File: config.mk
export PLATFORM = sky130hd
export DESIGN_NAME = round_controller
export DESIGN_NICKNAME = d
export VERILOG_FILES = /design/src/rtl/round_pkg.sv /design/src/rtl/bcd_inc2.sv /design/src/rtl/round_controller.sv
export SDC_FILE = /design/constraint.sdc
export NUM_CORES = 1
export LEC_CHECK = 0
export BUFFER_PORTS_ARGS = -buffer_cell sky130_fd_sc_hd__buf_2
export CAP_MARGIN = 0
export CORE_MARGIN = 1.5
export CORE_UTILIZATION = 39
export CTS_BUF_LIST = sky130_fd_sc_hd__clkbuf_4
export DETAILED_ROUTE_END_ITERATION = 6
export GPL_TIMING_DRIVEN = 0
export PLACE_DENSITY_LB_ADDON = 0.15
export REMOVE_ABC_BUFFERS = 1
export SLEW_MARGIN = 10
export SYNTH_ARGS = -nofsm -noshare
export SYNTH_HDL_FRONTEND = slang
export SYNTH_SLANG_ARGS = --single-unit
File: constraint.sdc
create_clock -name clk -period 1.6 [get_ports clk]
set_input_delay 0.24 -clock clk [delete_from_list [all_inputs] [get_ports clk]]
set_output_delay 0.24 -clock clk [all_outputs]
set_load 0.01 [all_outputs]
File: src/rtl/round_pkg.sv
// Shared types and constants for the round controller and its BCD score incrementer.
package round_pkg;

  localparam int unsigned BCD_DIGIT_W = 4;
  localparam int unsigned SCORE_W = 2 * BCD_DIGIT_W;
  localparam logic [SCORE_W-1:0] SCORE_MAX_DEFAULT = 8'h99;

  typedef enum logic [1:0] {
    ST_IDLE = 2'd0,
    ST_ARM  = 2'd1,
    ST_PLAY = 2'd2,
    ST_OVER = 2'd3
  } round_state_e;

endpackage

File: src/rtl/bcd_inc2.sv
// Two-digit BCD incrementer that saturates at max_i (combinational).
module bcd_inc2
  import round_pkg::*;
(
  input  logic [SCORE_W-1:0] value_i,
  input  logic [SCORE_W-1:0] max_i,
  output logic [SCORE_W-1:0] result_o
);

  logic [BCD_DIGIT_W-1:0] tens;
  logic [BCD_DIGIT_W-1:0] units;

  assign tens  = value_i[SCORE_W-1:BCD_DIGIT_W];
  assign units = value_i[BCD_DIGIT_W-1:0];

  always_comb begin
    result_o = value_i;
    // 99 is also held so a max above the BCD range can never wrap to 00
    if ((value_i != max_i) && (value_i != 8'h99)) begin
      if (units == 4'd9) begin
        result_o = {tens + 4'd1, 4'd0};
      end else begin
        result_o = {tens, units + 4'd1};
      end
    end
  end

endmodule

File: src/rtl/round_controller.sv
// Game round sequencer: IDLE -> ARM -> PLAY -> OVER with a saturating BCD score.
// Optional best-score register enabled by defining HIGH_SCORE_EN.
module round_controller
  import round_pkg::*;
#(
  parameter int unsigned      ARM_CYCLES = 2,
  parameter logic [SCORE_W-1:0] SCORE_MAX = SCORE_MAX_DEFAULT
) (
  input  logic               clk,
  input  logic               reset,
  input  logic               start,
  input  logic               eat,
  input  logic               timer_done,
  output logic               timer_reset,
  output logic [SCORE_W-1:0] score_bcd,
  output logic [SCORE_W-1:0] high_bcd,
  output logic               playing,
  output logic               game_over,
  output logic [1:0]         state_dbg
);

  localparam int unsigned ARM_W = (ARM_CYCLES > 1) ? $clog2(ARM_CYCLES) : 1;
  localparam logic [ARM_W-1:0] ARM_LAST = ARM_W'(ARM_CYCLES - 1);

  round_state_e       state_q, state_d;
  logic [ARM_W-1:0]   arm_cnt_q, arm_cnt_d;
  logic [SCORE_W-1:0] score_q, score_d;
  logic               start_prev_q, start_prev_d;
  logic               play_first_q, play_first_d;
  logic [SCORE_W-1:0] score_inc;
  logic               start_edge;

  bcd_inc2 u_score_inc (
    .value_i  (score_q),
    .max_i    (SCORE_MAX),
    .result_o (score_inc)
  );

  assign start_edge   = start & ~start_prev_q;
  assign start_prev_d = start;

  always_comb begin
    state_d      = state_q;
    arm_cnt_d    = arm_cnt_q;
    score_d      = score_q;
    play_first_d = 1'b0;
    case (state_q)
      ST_IDLE, ST_OVER: begin
        if (start_edge) begin
          state_d   = ST_ARM;
          arm_cnt_d = '0;
          score_d   = '0;
        end
      end
      ST_ARM: begin
        if (arm_cnt_q == ARM_LAST) begin
          state_d      = ST_PLAY;
          play_first_d = 1'b1;
        end else begin
          arm_cnt_d = arm_cnt_q + 1'b1;
        end
      end
      ST_PLAY: begin
        if (eat) begin
          score_d = score_inc;
        end
        // the countdown still shows the previous round's done on the first PLAY cycle
        if (timer_done && !play_first_q) begin
          state_d = ST_OVER;
        end
      end
      default: state_d = ST_IDLE;
    endcase
  end

  always_ff @(posedge clk) begin
    if (reset) begin
      state_q      <= ST_IDLE;
      arm_cnt_q    <= '0;
      score_q      <= '0;
      start_prev_q <= 1'b1;
      play_first_q <= 1'b0;
    end else begin
      state_q      <= state_d;
      arm_cnt_q    <= arm_cnt_d;
      score_q      <= score_d;
      start_prev_q <= start_prev_d;
      play_first_q <= play_first_d;
    end
  end

`ifdef HIGH_SCORE_EN
  logic [SCORE_W-1:0] high_q, high_d;

  // score_d is used so an eat on the final PLAY cycle counts toward the best score
  always_comb begin
    high_d = high_q;
    if ((state_q == ST_PLAY) && (state_d == ST_OVER) && (score_d > high_q)) begin
      high_d = score_d;
    end
  end

  always_ff @(posedge clk) begin
    if (reset) begin
      high_q <= '0;
    end else begin
      high_q <= high_d;
    end
  end

  assign high_bcd = high_q;
`else
  assign high_bcd = '0;
`endif

  assign timer_reset = (state_q == ST_IDLE) || (state_q == ST_ARM);
  assign playing     = (state_q == ST_PLAY);
  assign game_over   = (state_q == ST_OVER);
  assign score_bcd   = score_q;
  assign state_dbg   = state_q;

endmodule

After elaboration in Yosys (flattened, before gate mapping)
Cells that the tools add are included.
{"block": "word_totals", "register_bits": 13, "latch_bits": 0, "ramBits": 0, "romBits": 0, "out_inout_bits": 21, "mem_count": 0}
{"block": "op_classes", "addsub": 3, "mul": 0, "n_div": 0, "magnitude_cmp": 0, "n_eq_ne": 11, "shifts": 0, "muxes": 13, "bitwise_logic": 3, "reduce_logical": 12}
{"cell": "8-bit two-way mux", "count": 4}
{"cell": "8-bit one-hot mux with 2 select lines", "count": 1}
{"cell": "4-bit by 1-bit adder with 4-bit output, second input constant", "count": 2}
{"cell": "8-bit != test, second input constant", "count": 1}
{"cell": "2-bit two-way mux", "count": 3}
{"cell": "2-bit by 1-bit != test with 1-bit output, second input constant", "count": 3}
{"cell": "2-bit != test, second input constant", "count": 3}
{"cell": "2-bit one-hot mux with 3 select lines", "count": 1}
{"cell": "5-bit AND reduction", "count": 1}
{"cell": "2-bit == test, second input constant", "count": 2}
{"cell": "4-bit == test, second input constant", "count": 1}
{"cell": "4-bit AND reduction", "count": 1}
{"cell": "2-bit nonzero test", "count": 2}
{"cell": "2-bit OR reduction", "count": 2}
{"cell": "1-bit two-way mux", "count": 3}
{"cell": "3-bit AND reduction", "count": 1}
{"cell": "2-bit by 1-bit == test with 1-bit output, second input constant", "count": 1}
{"cell": "2-bit logical NOT", "count": 1}
{"cell": "1-bit NOT", "count": 2}
{"cell": "1-bit one-hot mux with 2 select lines", "count": 1}
{"cell": "2-bit AND reduction", "count": 1}
{"cell": "1-bit adder, second input constant", "count": 1}
{"cell": "1-bit bitwise AND", "count": 1}
{"cell": "1-bit logical AND", "count": 1}
{"cell": "2 further kinds", "count": 2}

Longest topological paths before layout
Gate-level depths: netlist of the first run.
{"block": "logic_depth", "word_depth": 5, "ltp_mapped": 7}

Cells and area by module
From an unflattened synthesis of the first run, not the netlist that was laid out.
{"block": "unflattened", "cells_unflattened": 121, "area_unflattened_um2": 1039.7}
{"module": "round_controller", "n_inst": 1, "cells_per_inst": 77, "area_per_inst_um2": 680.7, "seq_area_each_um2": 260.2}
{"module": "bcd_inc2", "n_inst": 1, "cells_per_inst": 44, "area_per_inst_um2": 359.1, "seq_area_each_um2": 0.0}

Worst setup path after synthesis of the first run
No wires, ideal clock.
{"block": "synth_timing", "kind": "register -> register", "startpoint": "reg state_q[0], in the netlist state_dbg[0]", "endpoint": "reg score_q[2], in the netlist score_bcd[2]", "arrival_ps": 1777, "setup_slack_ps": -247, "path_stages_with_launch": 7, "path_buffers": 1, "path_cell_list": "dfxtp_1 inv_1 ha_1 clkbuf_1 o221ai_2 or4_1 a21oi_1"}
{"block": "synth_via", "elab_chain_len": 4, "word_cells_on_any_way": 10, "classes_between": "eq/ne (5); mux (1); reduce/logical (4)"}
{"element": "from (decl)", "line": "round_controller.sv:25", "rtl": "round_state_e state_q, state_d;"}
{"element": "from (signal assigned)", "line": "round_controller.sv:84", "rtl": "state_q <= state_d;"}
{"element": "2-bit == test / 2-bit logical NOT (equally long branches)", "line": "round_controller.sv:47", "rtl": "case (state_q)"}
{"element": "2-bit OR reduction", "line": "round_controller.sv:47"}
{"element": "2-bit != test (no line) / 2-bit nonzero test (equally long branches)"}
{"element": "4-bit AND reduction (no line)"}
{"element": "to (signal assigned)", "line": "round_controller.sv:86", "rtl": "score_q <= score_d;"}
{"element": "to (decl)", "line": "round_controller.sv:27", "rtl": "logic [SCORE_W-1:0] score_q, score_d;"}
Several ways; a longest one is shown, not always the timed one.
A chain may end at the register's enable or synchronous reset.

Worst setup path after layout of the first run
{"block": "layout_timing", "startpoint": "reg state_q[1], in the netlist state_dbg[1]", "endpoint": "reg score_q[2], in the netlist score_bcd[2]"}
Same word-level chain as after synthesis.

==> results.txt, run 1 <==
Fill cells = 194
# nets final = 137
dpl ws = -337 ps
Clk pwr share = 0.156
placed inst area = 910 um2
Num CTS Buffers = 3
max incr delay on CP = 510 ps
Clock Path Buffers = 2
highest clock rate = 627 MHz
setup ws final = 5.16 ps
Tcrit/Tclk final = 0.997
WL/cell = 12.6 um
RSZ-0062 raised after global routing = yes
Initial DRT Pass Iterations = 4
die width = 49.6 um
power per cell area = 1330 mW/mm2
leading cell type in the layout, fill and taps excluded = buf_2
Startpoint Class = flip-flop
vias in the first global route = 672
# IOs = 26
Sw Pwr = 0.590 mW
multi-input logic area = 587 um2
detailed placement HPWL = 1280 um
vias post-DR = 766
Seq/Total Area, Yosys = 0.307
H-tree depth = 1
Starting Density = 0.423
Worst Path Required = 1820 ps
status = complete, no violations
Hold Path Class = input pin to flip-flop
Mapped Cells = 97
die footprint = 0.00246 mm2
syn avg cell area = 8.73 um2
design area = 0.00111 mm2
MaxCap Viol Count = 0
Syn Std Cell Area = 847 um2
clk sink count = 13
Core ar. = 0.00200 mm2
Yosys warnings = 0
area grow syn2layout = 30.6%
initial antenna violation count = 0
IO buf count = 17
clk slew on worst S/H paths = 90 ps
First DRT Iteration DRCs = 17
Final Hold Vio Count = 0
DRC violations left = 0
share of layout cells above drive strength 1 = 0.484
CP arrival = 1810 ps
Reg power frac = 0.310
# diodes = 0
largest net degree at the start of global routing = 9
leakage = 0.470 nW
Final setup viols = 0
CP max-delay cell = or4_4
min Tclk post-route = 1590 ps
Yosys reg bits = 13
Pint = 0.884 mW
Slew Viols, Final = 0
CTS root buf = clkbuf_4
worst-path cell chain = inv_2, ha_4, o221ai_4, or4_4, a21oi_2
Switching Fraction = 0.400
placed cells = 137
aggregate routed wire length = 1880 um
Setup Skew = 2.80 ps
Peak VDD IR = 0.935 mV
Clk Latency, worst-skew pair = 280 ps
grt total ovfl = 0
Via density = 5.14
Total GRT Usage = 0.163
most frequent cells in the layout = 17 x buf_2, 8 x conb_1, 8 x dfxtp_1, 8 x buf_4
Finished Layout Cells = 149
GPL Wtd Cong = 0.799
antenna-violating nets left = 0
Reg area = 274 um2
Comb pwr share = 0.534
CTS tree = yes
Die H = 49.6 um
first-pass GRT wire length = 3080 um
Tot Pwr = 1.47 mW
CP max FO = 6
row count = 16
critical path class = flip-flop to flip-flop
Distinct cells, synth = 32
Crit. End Element = flip-flop
-- power groups by stage --
stage / logic, mW / clock network, mW / registers [mW]
after CTS: 0.679 / 0.234 / 0.455
final: 0.787 / 0.231 / 0.457
after global routing: 0.863 / 0.253 / 0.469
after global placement: 0.513 / 0 / 0.441
after floorplan: 0.359 / 0 / 0.454
after detailed placement: 0.524 / 0 / 0.446
-- logic make-up after synthesis --
family,share of synthesized area
buffers and inverters,0.137
other,0.00443
DFF,0.307
adders and majority gates,0.133
AOI/OAI and AO/OA,0.191
and+or+nand+nor,0.204
muxes,0.0236
-- state kept, by name, summed over array words and instances, names as in the netlist --
register,cells
state_dbg,2
start_prev_q,1
score_bcd,8
arm_cnt_q,1
play_first_q,1
-- what timing repair did --
| item | in CTS | in global routing |
|---|---|---|
| hold buffers | 0 | 0 |
| pin swaps | 1 | 2 |
| gates resized for setup | 19 | 12 |
| setup buffers | 4 | 4 |
| endpoints found under the setup margin | 10 | 9 |
-- per-stage QoR --
| step | hold WS (ps) | setup TNS, ps | utilization |
|---|---|---|---|
| finish | 157 | 0 | 0.553 |
| global route | 155 | -88.9 | 0.553 |
| CTS | 150 | -10.2 | 0.515 |
| detailed placement | 440 | -2160 | 0.454 |
| global placement | 441 | -1790 | 0.454 |
| floorplan | 309 | -620 | - |
-- layout make-up --
type,instances,area share
Clock buffer,4,0.0271
Inverter,9,0.0328
Multi-Input combinational cell,71,0.531
Tap cell,27,0.0305
Sequential cell,13,0.248
Timing Repair Buffer,25,0.131
-- worst paths after layout --
check                            start                         to  slack [ps]  cells past startpoint
max          state_dbg[1]$_SDFFE_PP0P_  score_bcd[2]$_SDFFE_PP0P_           5                      5
min                              start    start_prev_q$_SDFF_PP1_         160                      2
min reg2reg  score_bcd[5]$_SDFFE_PP0P_  score_bcd[5]$_SDFFE_PP0P_         480                      2
max reg2reg  state_dbg[1]$_SDFFE_PP0P_  score_bcd[2]$_SDFFE_PP0P_           5                      5
-- worst max-delay path, delay by kind of cell (launching register included) --
family | cells | cell delay (ps)
and+or+nand+nor | 1 | 510
buffers and inverters | 1 | 60
AOI/OAI and AO/OA | 2 | 280
adders and majority gates | 1 | 300
DFF | 1 | 380
-- per-layer routing --
layer	global-route usage	routed length, um
met1	0.202	839
met2	0.262	900
met3	0.0667	128
met4	0.0417	13
met5	0	0
-- cells in the mapped netlist, drive strengths merged --
cell type  count  area share
nand2b         1      0.0074
a31oi          2       0.015
or4            1      0.0089
conb           1      0.0044
a311oi         1       0.010
nand4          1      0.0074
o221a          3       0.040
nor2b          2       0.015
o21ai          3       0.018
buf           10       0.093
and3b          2       0.022
or3            4       0.030
or2            2       0.015
nand2          6       0.027
nand3          5       0.030
mux2i          2       0.024
o2111ai        1       0.010
ha             9        0.13
and3           2       0.021
o221ai         4       0.049
a21oi          7       0.041
clkbuf         1      0.0044
nor2           3       0.013
nand3b         1      0.0089
o22ai          1      0.0074
inv            9       0.040
dfxtp         13        0.31
(Power assumes the default switching activity.)
==> inputs of run 2 (changes only) <==
clock period = 1.52 ns   (was 1.6 ns; I/O delays follow)
==> run 2 against run 1 <==
Compared with the run above: fmax grew 1.5%; clock power grew 5%; setup slack lost 57 ps; critical path type unchanged; critical endpoint unchanged; the flow now finishes with violations (setup timing).
==> results.txt, run 2 (synthesis results as in run 1) <==
RSZ-0062 raised after global routing = yes (unchanged)
row count = 16 (unchanged)
Starting Density = 0.423 (unchanged)
highest clock rate = 636 MHz (was 627 MHz)
most frequent cells in the layout = 17 x buf_2, 11 x buf_4, 8 x conb_1 (was 17 x buf_2, 8 x conb_1, 8 x dfxtp_1, 8 x buf_4)
Largest register FFs = 8 (unchanged)
# IOs = 26 (unchanged)
Final setup viols = 2 (was 0)
MaxCap Viol Count = 0 (unchanged)
area grow syn2layout = 36.2% (was 30.6%)
die footprint = 0.00246 mm2 (unchanged)
vias in the first global route = 684 (was 672)
min Tclk post-route = 1570 ps (was 1590 ps)
Tcrit/Tclk final = 1.03 (was 0.997)
aggregate routed wire length = 1930 um (was 1880 um)
Worst Path Required = 1740 ps (was 1820 ps)
antenna-violating nets left = 0 (unchanged)
Clk Latency, worst-skew pair = 280 ps (about the same)
WL/cell = 12.7 um (was 12.6 um)
clk sink count = 13 (unchanged)
H-tree depth = 1 (unchanged)
die width = 49.6 um (unchanged)
dpl ws = -417 ps (was -337 ps)
Peak VDD IR = 0.880 mV (was 0.935 mV)
Total GRT Usage = 0.165 (was 0.163)
clk slew on worst S/H paths = 80 ps (was 90 ps)
Hold-fix buffers, CTS = 0 (unchanged)
# diodes = 0 (unchanged)
Setup Skew = 0.659 ps (was 2.80 ps)
status = finished with violations (was complete, no violations)
power per cell area = 1410 mW/mm2 (was 1330 mW/mm2)
vias post-DR = 766 (unchanged)
Die H = 49.6 um (unchanged)
grt total ovfl = 0 (unchanged)
Clock Path Buffers = 2 (unchanged)
CTS tree = yes (unchanged)
CP max FO = 3 (was 6)
worst-case hold slack = 146 ps (was 157 ps)
Num CTS Buffers = 3 (unchanged)
Startpoint Class = flip-flop (unchanged)
initial antenna violation count = 0 (unchanged)
largest net degree at the start of global routing = 9 (unchanged)
First DRT Iteration DRCs = 14 (was 17)
share of layout cells above drive strength 1 = 0.536 (was 0.484)
CTS root buf = clkbuf_4 (unchanged)
Final Hold Vio Count = 0 (unchanged)
leakage = 0.488 nW (was 0.470 nW)
CP arrival = 1790 ps (was 1810 ps)
DRC violations left = 0 (unchanged)
Crit. End Element = flip-flop (unchanged)
GPL Wtd Cong = 0.799 (unchanged)
first-pass GRT wire length = 3110 um (was 3080 um)
setup ws final = -51.8 ps (was 5.16 ps)
# nets final = 140 (was 137)
IO buf count = 17 (unchanged)
Slew Viols, Final = 0 (unchanged)
Hold Path Class = input pin to flip-flop (unchanged)
critical path class = flip-flop to flip-flop (unchanged)
Via density = 5.04 (was 5.14)
Core ar. = 0.00200 mm2 (unchanged)
leading cell type in the layout, fill and taps excluded = buf_2 (unchanged)
detailed placement HPWL = 1280 um (unchanged)
failing checks = setup timing
Initial DRT Pass Iterations = 4 (unchanged)
[run 2: worst paths after layout]
| kind | startpoint | end | slack [ps] | cells after the start |
|---|---|---|---|---|
| max | score_bcd[5]$_SDFFE_PP0P_ | score_bcd[2]$_SDFFE_PP0P_ | -50 | 6 |
| min | start | start_prev_q$_SDFF_PP1_ | 150 | 2 |
| max reg2reg | score_bcd[5]$_SDFFE_PP0P_ | score_bcd[2]$_SDFFE_PP0P_ | -50 | 6 |
| min reg2reg | score_bcd[5]$_SDFFE_PP0P_ | score_bcd[5]$_SDFFE_PP0P_ | 480 | 2 |
[run 2: critical path, stage by stage, from the launching register on]
cell	delay, ps
dfxtp_2	350
inv_2	40
ha_2	180
and3b_2	220
and3_4	180
or4_4	420
a21oi_2	120
[run 2: timing repair]
action | in CTS | in global routing
gates cloned | 0 | 0
buffers inserted | 6 | 5
setup endpoints to repair | 10 | 11
resized for setup | 27 | 11
pin swaps | 2 | 5
[run 2: power by group]
part | internal (mW) | leakage, nW | switching, mW | total [mW]
registers | 0.415 | 0.109 | 0.0777 | 0.492
logic | 0.440 | 0.360 | 0.447 | 0.887
clock network | 0.120 | 0.0184 | 0.123 | 0.242
[run 2: area by class of cell]
cell class | count | area (um2)
Clock buffer | 4 | 30.0
Multi-Input combinational cell | 71 | 608
Timing Repair Buffer | 28 | 168
Tap cell | 27 | 33.8
Fill cell | 187 | 848
Sequential cell | 13 | 275
Inverter | 9 | 38.8
[run 2: metrics by stage]
stage | instance area, um2 | util | total power, mW | setup TNS [ps] | cells
after floorplan | 791 | - | 0.855 | -1260 | 93
after CTS | 1080 | 0.538 | 1.50 | -130 | 147
after global placement | 910 | 0.454 | 1.00 | -2480 | 137
final | 1150 | 0.576 | 1.62 | -99.4 | 152
after global routing | 1150 | 0.576 | 1.74 | -385 | 152
after detailed placement | 910 | 0.454 | 1.02 | -2880 | 137
[run 2: per-layer routing]
metal  vias up  global-route usage  routed length [um]
met5         -                   0                   0
met4         0              0.0417                  12
met3         2              0.0667                 103
met2        26               0.262                 894
met1       349               0.206                 920
li1        389                   -                   -
